`config.mk`:
```
export PLATFORM = sky130hd
export DESIGN_NAME = seg7_scan
export DESIGN_NICKNAME = d
export VERILOG_FILES = /design/src/rtl/seg7_pkg.sv /design/src/rtl/seg7_encode.sv /design/src/rtl/seg7_scan.sv
export SDC_FILE = /design/constraint.sdc
export NUM_CORES = 1
export LEC_CHECK = 0
export BUFFER_PORTS_ARGS = -buffer_cell sky130_fd_sc_hd__buf_2
export CAP_MARGIN = 15
export CORE_ASPECT_RATIO = 0.6
export CORE_UTILIZATION = 42
export DETAILED_ROUTE_END_ITERATION = 10
export SLEW_MARGIN = 20
export SYNTH_ARGS = -nofsm -noshare
export SYNTH_HDL_FRONTEND = slang
export SYNTH_SLANG_ARGS = --single-unit
export TNS_END_PERCENT = 30
```
`constraint.sdc`:
```
create_clock -name clk -period 3.8 [get_ports clk]
set_input_delay 0.76 -clock clk [delete_from_list [all_inputs] [get_ports clk]]
set_output_delay 0.76 -clock clk [all_outputs]
set_load 0.02 [all_outputs]
```
`src/rtl/seg7_pkg.sv`:
```
// Shared types and constants for the seven-segment scanner.
//   state_t   : scanner FSM states
//   SEG_TABLE : hex nibble -> active-low pattern {dp,g,f,e,d,c,b,a}, dp bit held off
//   SEG_BLANK : all segments and dp off
package seg7_pkg;

  typedef enum logic [1:0] {
    IDLE  = 2'd0,
    BLANK = 2'd1,
    DRIVE = 2'd2
  } state_t;

  localparam logic [7:0] SEG_BLANK = 8'hFF;

  // Entry 0 is the rightmost byte.
  localparam logic [15:0][7:0] SEG_TABLE = {
    8'h8E, 8'h86, 8'hA1, 8'hC6,   // F E D C
    8'h83, 8'h88, 8'h90, 8'h80,   // B A 9 8
    8'hF8, 8'h82, 8'h92, 8'h99,   // 7 6 5 4
    8'hB0, 8'hA4, 8'hF9, 8'hC0    // 3 2 1 0
  };

endpackage

```
`src/rtl/seg7_encode.sv`:
```
// Combinational hex-to-segment encoder.
//   i_nibble : hex digit to show
//   i_dp     : decimal point request, active high
//   i_blank  : force all segments off (dp still honoured)
//   o_seg_c  : active-low pattern {dp,g,f,e,d,c,b,a}
module seg7_encode
  import seg7_pkg::*;
(
  input  logic [3:0] i_nibble,
  input  logic       i_dp,
  input  logic       i_blank,
  output logic [7:0] o_seg_c
);

  always_comb begin
    o_seg_c = i_blank ? SEG_BLANK : SEG_TABLE[i_nibble];
    if (i_dp) o_seg_c[7] = 1'b0;
  end

endmodule

```
`src/rtl/seg7_scan.sv`:
```
// Multiplexed seven-segment display scanner with tear-free frame updates.
// Each digit slot lasts REFRESH_DIV cycles: BLANK_CYCLES with anodes off,
// then the rest with the slot's anode driven low.
//   clk, rst_n  : clock, asynchronous active-low reset
//   enable      : scan while high; low returns to IDLE
//   value, dp   : hex nibbles and decimal points, digit 0 rightmost
//   load        : strobe capturing value/dp into the pending register
//   an, out     : active-low anodes and segments (registered)
//   frame_start : one-cycle pulse as digit 0's slot begins
// Optional build macro SEG7_LZS_EN enables leading-zero suppression.
module seg7_scan
  import seg7_pkg::*;
#(
  parameter int unsigned NUM_DIGITS   = 4,
  parameter int unsigned REFRESH_DIV  = 100000,
  parameter int unsigned BLANK_CYCLES = 1000
) (
  input  logic                    clk,
  input  logic                    rst_n,
  input  logic                    enable,
  input  logic [4*NUM_DIGITS-1:0] value,
  input  logic [NUM_DIGITS-1:0]   dp,
  input  logic                    load,
  output logic [NUM_DIGITS-1:0]   an,
  output logic [7:0]              out,
  output logic                    frame_start
);

  localparam int unsigned IDX_W = (NUM_DIGITS > 1) ? $clog2(NUM_DIGITS) : 1;
  localparam int unsigned PRE_W = $clog2(REFRESH_DIV);
  localparam int unsigned VAL_W = 4 * NUM_DIGITS;

  state_t                r_state;
  logic [IDX_W-1:0]      r_idx;
  logic [PRE_W-1:0]      r_presc;
  logic [VAL_W-1:0]      r_pend_val;
  logic [NUM_DIGITS-1:0] r_pend_dp;
  logic [VAL_W-1:0]      r_disp_val;
  logic [NUM_DIGITS-1:0] r_disp_dp;
  logic [NUM_DIGITS-1:0] r_an;
  logic [7:0]            r_out;
  logic                  r_frame;

  state_t                w_state_n;
  logic [IDX_W-1:0]      w_idx_n;
  logic [PRE_W-1:0]      w_presc_n;
  logic                  w_frame;
  logic [VAL_W-1:0]      w_pend_val_n;
  logic [NUM_DIGITS-1:0] w_pend_dp_n;
  logic [VAL_W-1:0]      w_disp_val_n;
  logic [NUM_DIGITS-1:0] w_disp_dp_n;
  logic [3:0]            w_nib;
  logic                  w_dp_bit;
  logic                  w_blank;
  logic [NUM_DIGITS-1:0] w_an_n;
  logic [7:0]            w_seg;
  logic [7:0]            w_out_n;

  // Slot sequencing: prescaler runs 0..REFRESH_DIV-1 across BLANK then DRIVE.
  always_comb begin
    w_state_n = r_state;
    w_idx_n   = r_idx;
    w_presc_n = r_presc;
    w_frame   = 1'b0;
    if (!enable) begin
      w_state_n = IDLE;
      w_idx_n   = '0;
      w_presc_n = '0;
    end else begin
      case (r_state)
        IDLE: begin
          w_state_n = BLANK;
          w_idx_n   = '0;
          w_presc_n = '0;
          w_frame   = 1'b1;
        end
        BLANK: begin
          w_presc_n = r_presc + PRE_W'(1);
          if (r_presc == PRE_W'(BLANK_CYCLES - 1)) w_state_n = DRIVE;
        end
        DRIVE: begin
          if (r_presc == PRE_W'(REFRESH_DIV - 1)) begin
            w_presc_n = '0;
            w_state_n = BLANK;
            if (r_idx == IDX_W'(NUM_DIGITS - 1)) begin
              w_idx_n = '0;
              w_frame = 1'b1;
            end else begin
              w_idx_n = r_idx + IDX_W'(1);
            end
          end else begin
            w_presc_n = r_presc + PRE_W'(1);
          end
        end
        default: begin
          w_state_n = IDLE;
          w_idx_n   = '0;
          w_presc_n = '0;
        end
      endcase
    end
  end

  // A load coinciding with a frame boundary goes straight into the new frame.
  always_comb begin
    w_pend_val_n = load ? value : r_pend_val;
    w_pend_dp_n  = load ? dp    : r_pend_dp;
    w_disp_val_n = w_frame ? w_pend_val_n : r_disp_val;
    w_disp_dp_n  = w_frame ? w_pend_dp_n  : r_disp_dp;
  end

  // Select the upcoming digit's data so the registered outputs match the new slot.
  always_comb begin
    logic v_zero;
    w_nib    = 4'h0;
    w_dp_bit = 1'b0;
    w_blank  = 1'b0;
    w_an_n   = '1;
    v_zero   = 1'b1;
    for (int k = 0; k < int'(NUM_DIGITS); k++) begin
      if (w_idx_n == IDX_W'(k)) begin
        w_nib    = w_disp_val_n[4*k +: 4];
        w_dp_bit = w_disp_dp_n[k];
      end
      w_an_n[k] = !((w_state_n == DRIVE) && (w_idx_n == IDX_W'(k)));
    end
`ifdef SEG7_LZS_EN
    // Blank a digit when it and every nibble above it are zero; digit 0 always shows.
    for (int k = int'(NUM_DIGITS) - 1; k > 0; k--) begin
      v_zero = v_zero && (w_disp_val_n[4*k +: 4] == 4'h0);
      if (w_idx_n == IDX_W'(k)) w_blank = v_zero;
    end
`endif
  end

  seg7_encode u_encode (
    .i_nibble (w_nib),
    .i_dp     (w_dp_bit),
    .i_blank  (w_blank),
    .o_seg_c  (w_seg)
  );

  assign w_out_n = (w_state_n == IDLE) ? SEG_BLANK : w_seg;

  // State, data and output registers.
  always_ff @(posedge clk or negedge rst_n) begin
    if (!rst_n) begin
      r_state    <= IDLE;
      r_idx      <= '0;
      r_presc    <= '0;
      r_pend_val <= '0;
      r_pend_dp  <= '0;
      r_disp_val <= '0;
      r_disp_dp  <= '0;
      r_an       <= '1;
      r_out      <= SEG_BLANK;
      r_frame    <= 1'b0;
    end else begin
      r_state    <= w_state_n;
      r_idx      <= w_idx_n;
      r_presc    <= w_presc_n;
      r_pend_val <= w_pend_val_n;
      r_pend_dp  <= w_pend_dp_n;
      r_disp_val <= w_disp_val_n;
      r_disp_dp  <= w_disp_dp_n;
      r_an       <= w_an_n;
      r_out      <= w_out_n;
      r_frame    <= w_frame;
    end
  end

  assign an          = r_an;
  assign out         = r_out;
  assign frame_start = r_frame;

endmodule

```
; Yosys cells after proc, flatten, opt, wreduce, memory -nomap -nowiden
; Memories as Yosys holds them, arrays and structs flattened.
; Index checks and enable logic that the tools add are counted.
[classes]
n_addsub = 2
magnitude_cmp = 1
eq_ne = 9
mux = 30
reduce_logical = 11
[op_table]
columns = operator, count
row1 = 2-to-1 mux 17 bit, 2
row2 = case mux 17 bit (2 select lines), 1
row3 = 2-to-1 mux 16 bit, 2
row4 = 2-to-1 mux 4 bit, 6
row5 = "adder 17 x 1 -> 17 bit, second input constant", 1
row6 = "equality test 17 x 10 -> 1 bit, second input constant", 1
row7 = "equality test 17 bit, second input constant", 1
row8 = 2-to-1 mux 8 bit, 2
row9 = 2-to-1 mux 2 bit, 6
row10 = "equality test 2 bit, second input constant", 5
row11 = 2-to-1 mux 1 bit, 8
row12 = logical NOT 2 bit, 3
row13 = case mux 2 bit (3 select lines), 1
row14 = "< comparator 4 x 5 -> 1 bit, second input constant", 1
row15 = "equality test 2 x 1 -> 1 bit, second input constant", 2
row16 = logical AND 1 bit, 4
row17 = logical NOT 1 bit, 4
row18 = case mux 2 bit (2 select lines), 1
row19 = "adder 2 x 1 -> 2 bit, second input constant", 1
row20 = case mux 1 bit (2 select lines), 1
[totals]
ff_bits = 74
rom_bits = 128
out_inout_bits = 13
word_cells = 64
memories = 1
[memory_table]
columns = name, depth, word_bits, read_ports, rd_clocked_by_memory_dff, wr, line_no
row1 = (name not given), 16, 8, 1, 0, 0, seg7_encode.sv:16  ; o_seg_c = i_blank ? SEG_BLANK : SEG_TABLE[i_nibble];

; Longest topological paths before layout
[depth]
word_depth = 14
mapped_depth = 14
ltp_nobuf = 13

; Modules after synthesis
; From an unflattened synthesis, not the netlist that was laid out.
[hier_totals]
hier_cells = 289
hier_area_um2 = 3567.2
[by_module_without_submodules]
columns = mod, n_inst, cells_per_inst, area_each_um2, seq_area_each_um2
row1 = seg7_scan, 1, 253, 3268.1, 1866.8
row2 = seg7_encode, 1, 36, 299.0, 0.0

; Worst setup path after synthesis
; Ideal clock, no wire load.
[synth_timing]
path_kind = register to register
startpoint = reg r_presc[11]
endpoint = reg r_out[4], in the netlist out[4]
arrival_ns = 3.435
required_ns = 3.718
path_slack_ns = 0.283
stages_incl_launch_ff = 11
period_less_slack_ns = 3.517
path_cell_list = dfrtp_1 or4_4 or4_4 o21ai_4 buf_6 mux2_2 mux2_1 mux2_2 ha_1 mux2_4 a211o_1
[synth_between]
elab_cells_between_ends = 25
classes_between = eq/ne: 5 / mux: 17 / reduce/logical: 2 / memory: 1
[synth_lines]
columns = item, line_no
row1 = start: declaration, seg7_scan.sv:35  ; logic [PRE_W-1:0] r_presc;
row2 = start signal: assignment, seg7_scan.sv:161  ; r_presc <= w_presc_n;
row3 = equality test 17 bit, seg7_scan.sv:82  ; if (r_presc == PRE_W'(REFRESH_DIV - 1)) begin
row4 = 2-to-1 mux 1 bit, seg7_scan.sv:82
row5 = case mux 1 bit (2 select lines), seg7_scan.sv:70  ; case (r_state)
row6 = 2-to-1 mux 1 bit, seg7_scan.sv:65  ; if (!enable) begin
row7 = 2-to-1 mux 16 bit, seg7_scan.sv:108  ; w_disp_val_n = w_frame ? w_pend_val_n : r_disp_val;
row8 = named net w_disp_val_n[4], seg7_scan.sv:50  ; logic [VAL_W-1:0] w_disp_val_n;
row9 = 2-to-1 mux 4 bit (3 in series), seg7_scan.sv:121  ; if (w_idx_n == IDX_W'(k)) begin
row10 = memory (16 x 8 bit), -
row11 = 2-to-1 mux 8 bit (not written as such), seg7_encode.sv:16
row12 = 2-to-1 mux 8 bit, seg7_scan.sv:143  ; assign w_out_n = (w_state_n == IDLE) ? SEG_BLANK : w_seg;
row13 = named net w_out_n[4], seg7_scan.sv:57  ; logic [7:0] w_out_n;
row14 = end signal: assignment, seg7_scan.sv:167  ; r_out <= w_out_n;
row15 = end: declaration, seg7_scan.sv:41  ; logic [7:0] r_out;
; The timed path passes the listed nets, and every way through them passes these cells. The select of a mux whose other input is x is not followed.

; Worst setup path after layout
[layout_timing]
startpoint = reg r_presc[11]
endpoint = reg r_out[0], in the netlist out[0]
; Same word-level chain as after synthesis.

==> impl_metrics.toml <==
[power_and_ir_drop]
leakage_nw = 1.825
irDropWorstVdd_v = 0.0002082
power.switching_w = 0.0005182
power.density_nw_per_um2 = 486.3
clkPwrFrac_pct = 38.7
intPower_w = 0.001497
sw_frac_of_total_pct = 25.71
power_frac_comb_pct = 16.5
p_seq_share_pct = 44.8

[sta]
hold_ws_ps = 414.6
fmax_mhz = 274.5
maxSlewViolCount = 0
worstMarginPinSlew_ps = 618.1
max_slew_margin_pct = 58.79
fin_crit_sh_pct = 95.88
setup_viol = 0
layout_setup_ws_ps = 156.4
setup-tns-final_ps = 0
hold_viol = 0
rsz0062_at_grt = "false"
skew_ps = 11.00
fin_crit_ps = 3644

[synth]
synth_edf_count = 0
synthFlopType = "dfrtp_1"
syn_area_sq_um = 3475
synth.net_count = 313
ys_ff_latch = 74
ys_warn_count = 0
yosysSeqAreaShare_pct = 53.73
syn-instance-count = 277
syn_avg_cell_area_sq_um = 12.54
synthArstFlopShare_pct = 100.0
synth_cell_types = 49

[placed_design]
place_ws_ps = 51.55
dp.cells = 424
io_buffers = 36
gp_congestion = 0.7848
dp_hpwl_microns = 4634
placed_area_sq_um = 3829

[floorplan]
num_io_pins = 37
rows = 25
core-area_sq_um = 7945
die_y_microns = 72.46
initial_core_util_pct = 43.73
die_w_microns = 119.4
die_area_sq_um = 8653

[drt]
first_pass_iters = 4
wl_per_cell_microns = 14.92
drc_errors = 0
antenna_left = 0
routed_via_density = 4.885
dr_total_vias = 2159
wirelength_microns = 6596
initialDrtViolationCount = 57

[critical_path]
path_cells = "or4_4 -> or4_4 -> o21ai_4 -> buf_12 -> mux2_2 -> mux2_2 -> mux2_2 -> inv_1 -> ha_1 -> buf_4 -> nor2_1 -> a211oi_1"
critPathMaxFanout = 11
rr_startpoint = "r_presc[11]"
worstReg2RegEnd = "out[0]"
r2r_slack_ps = 160
slowest_delay_ps = 580
cp_common_cell = "mux2_2"
start_kind = "register"
cp.required_ps = 4030
crit_type = "reg2reg"
slowest_stage = "or4_4"
reg2reg_depth = 12
cp-end-kind = "register"
cp_data_arrival_time_ps = 3870

[clock_tree]
cts_tree = "done"
clock_path_buffers = 2
cts_made_buffers = 9
cts_sinks = 74
clkLatencyLatePin_ps = 340
hold_buffers = 0
root_buffer = "clkbuf_16"
path_clk_slew_ps = 60
htree_levels = 3

[hold_path]
hold_path.class = "in2async"

[global_route]
grt_max_degree = 50
grt_pass1_wl_microns = 10950
grt_pass1_vias = 2096
grt_antenna_before_repair = 0
grt_overflow = 0
track_usage_pct = 17.17

[layout]
drive_gt1_share_pct = 38.62
final_nets = 365
final_cells = 442
area_delta_synth_final_pct = 19.27
mostFrequentLayoutCell = "dfrtp_1"
layout_common_cells = "dfrtp_1, mux2_2, buf_2"
n_antenna_cell = 0
design_area_sq_um = 4144

[job]
cap_violations = 0

[status]
status = "completed"
## what timing repair did
action	in CTS	in global routing
setup buffers	0	2
resized for setup	0	1
endpoints found under the setup margin	0	3
## cell type report
type                       count  area, sq um
fill                         717         3801
sequential                    74         1867
multi-input combinational    184         1521
timing repair buffer          48        295.3
clock buffer                  11        242.7
tap                          108        135.1
inverter                      12        45.04
clock inverter                 5        37.54
## cell families after synthesis
kind of cell | Yosys count | synth area share (%)
muxes | 59 | 19.70
adders and majority gates | 12 | 4.321
DFF | 74 | 53.73
buffers and inverters | 19 | 2.700
and+or+nand+nor | 79 | 11.45
xor gates and xnor gates | 16 | 4.033
AOI/OAI and AO/OA | 18 | 4.070
## registers in the layout, indices dropped and copies added (netlist names)
register,count
an,4
frame_start,1
out,8
r_disp_dp,4
r_disp_val,16
r_idx,2
r_pend_dp,4
r_pend_val,16
r_presc,17
r_state,2
## worst max path at each step
stage / start / end / depth (start not counted)
6_report: r_presc[11] / out[0] / 12
5_1_grt: r_presc[11] / out[0] / 12
4_1_cts: r_presc[11] / out[0] / 11
3_5_place_dp: r_presc[11] / out[0] / 11
3_3_place_gp: r_presc[11] / out[0] / 11
2_1_floorplan: r_presc[11] / out[4] / 10
## synth_stat cells (all sizes together) (4+ instances only)
cell type | instances | area share, %
and3 | 6 | 1.1
dfrtp | 62 | 45
buf | 4 | 1.1
xnor2 | 6 | 1.5
inv | 12 | 1.3
nand2 | 17 | 1.8
mux2i | 9 | 3.0
nor2 | 26 | 2.8
ha | 12 | 4.3
mux2 | 49 | 16
o21ai | 4 | 1.0
nor3 | 4 | 0.58
xor2 | 10 | 2.5
dfstp | 12 | 9.1
nand3 | 9 | 1.3
## through the flow
step	util [%]	total power, W
after floorplan	-	0.001140
after global placement	48.19	0.001237
after detailed placement	48.19	0.001243
after CTS	51.72	0.002037
after global routing	52.16	0.002120
final	52.16	0.002015
## power by group through the flow
stage               clock network, W  logic (W)  registers (W)
floorplan                          0   0.000209       0.000931
global placement                   0   0.000322       0.000914
detailed placement                 0   0.000327       0.000915
CTS                         0.000802   0.000331       0.000904
global route                0.000840   0.000368       0.000912
finish                      0.000780   0.000332       0.000903
## critical path, delay by kind of cell (launching register included)
| family | cells | cell delay (ps) |
|---|---|---|
| AND/OR/NAND/NOR | 3 | 1070 |
| multiplexers | 3 | 950 |
| adder cells (fa/ha/maj) | 1 | 190 |
| buffers and inverters | 3 | 420 |
| AO/OA/AOI/OAI | 2 | 480 |
| flip-flops | 1 | 420 |
## routing by layer
metal  wire length (microns)  vias up  global-route usage (%)
met5                       0        -                       0
met4                      71        0                   7.500
met3                     293        8                   5.267
met2                    2570       35                   23.00
met1                    3660     1048                   25.36
li1                        -     1068                       -
No activity file was read; power rests on OpenSTA's default activity.
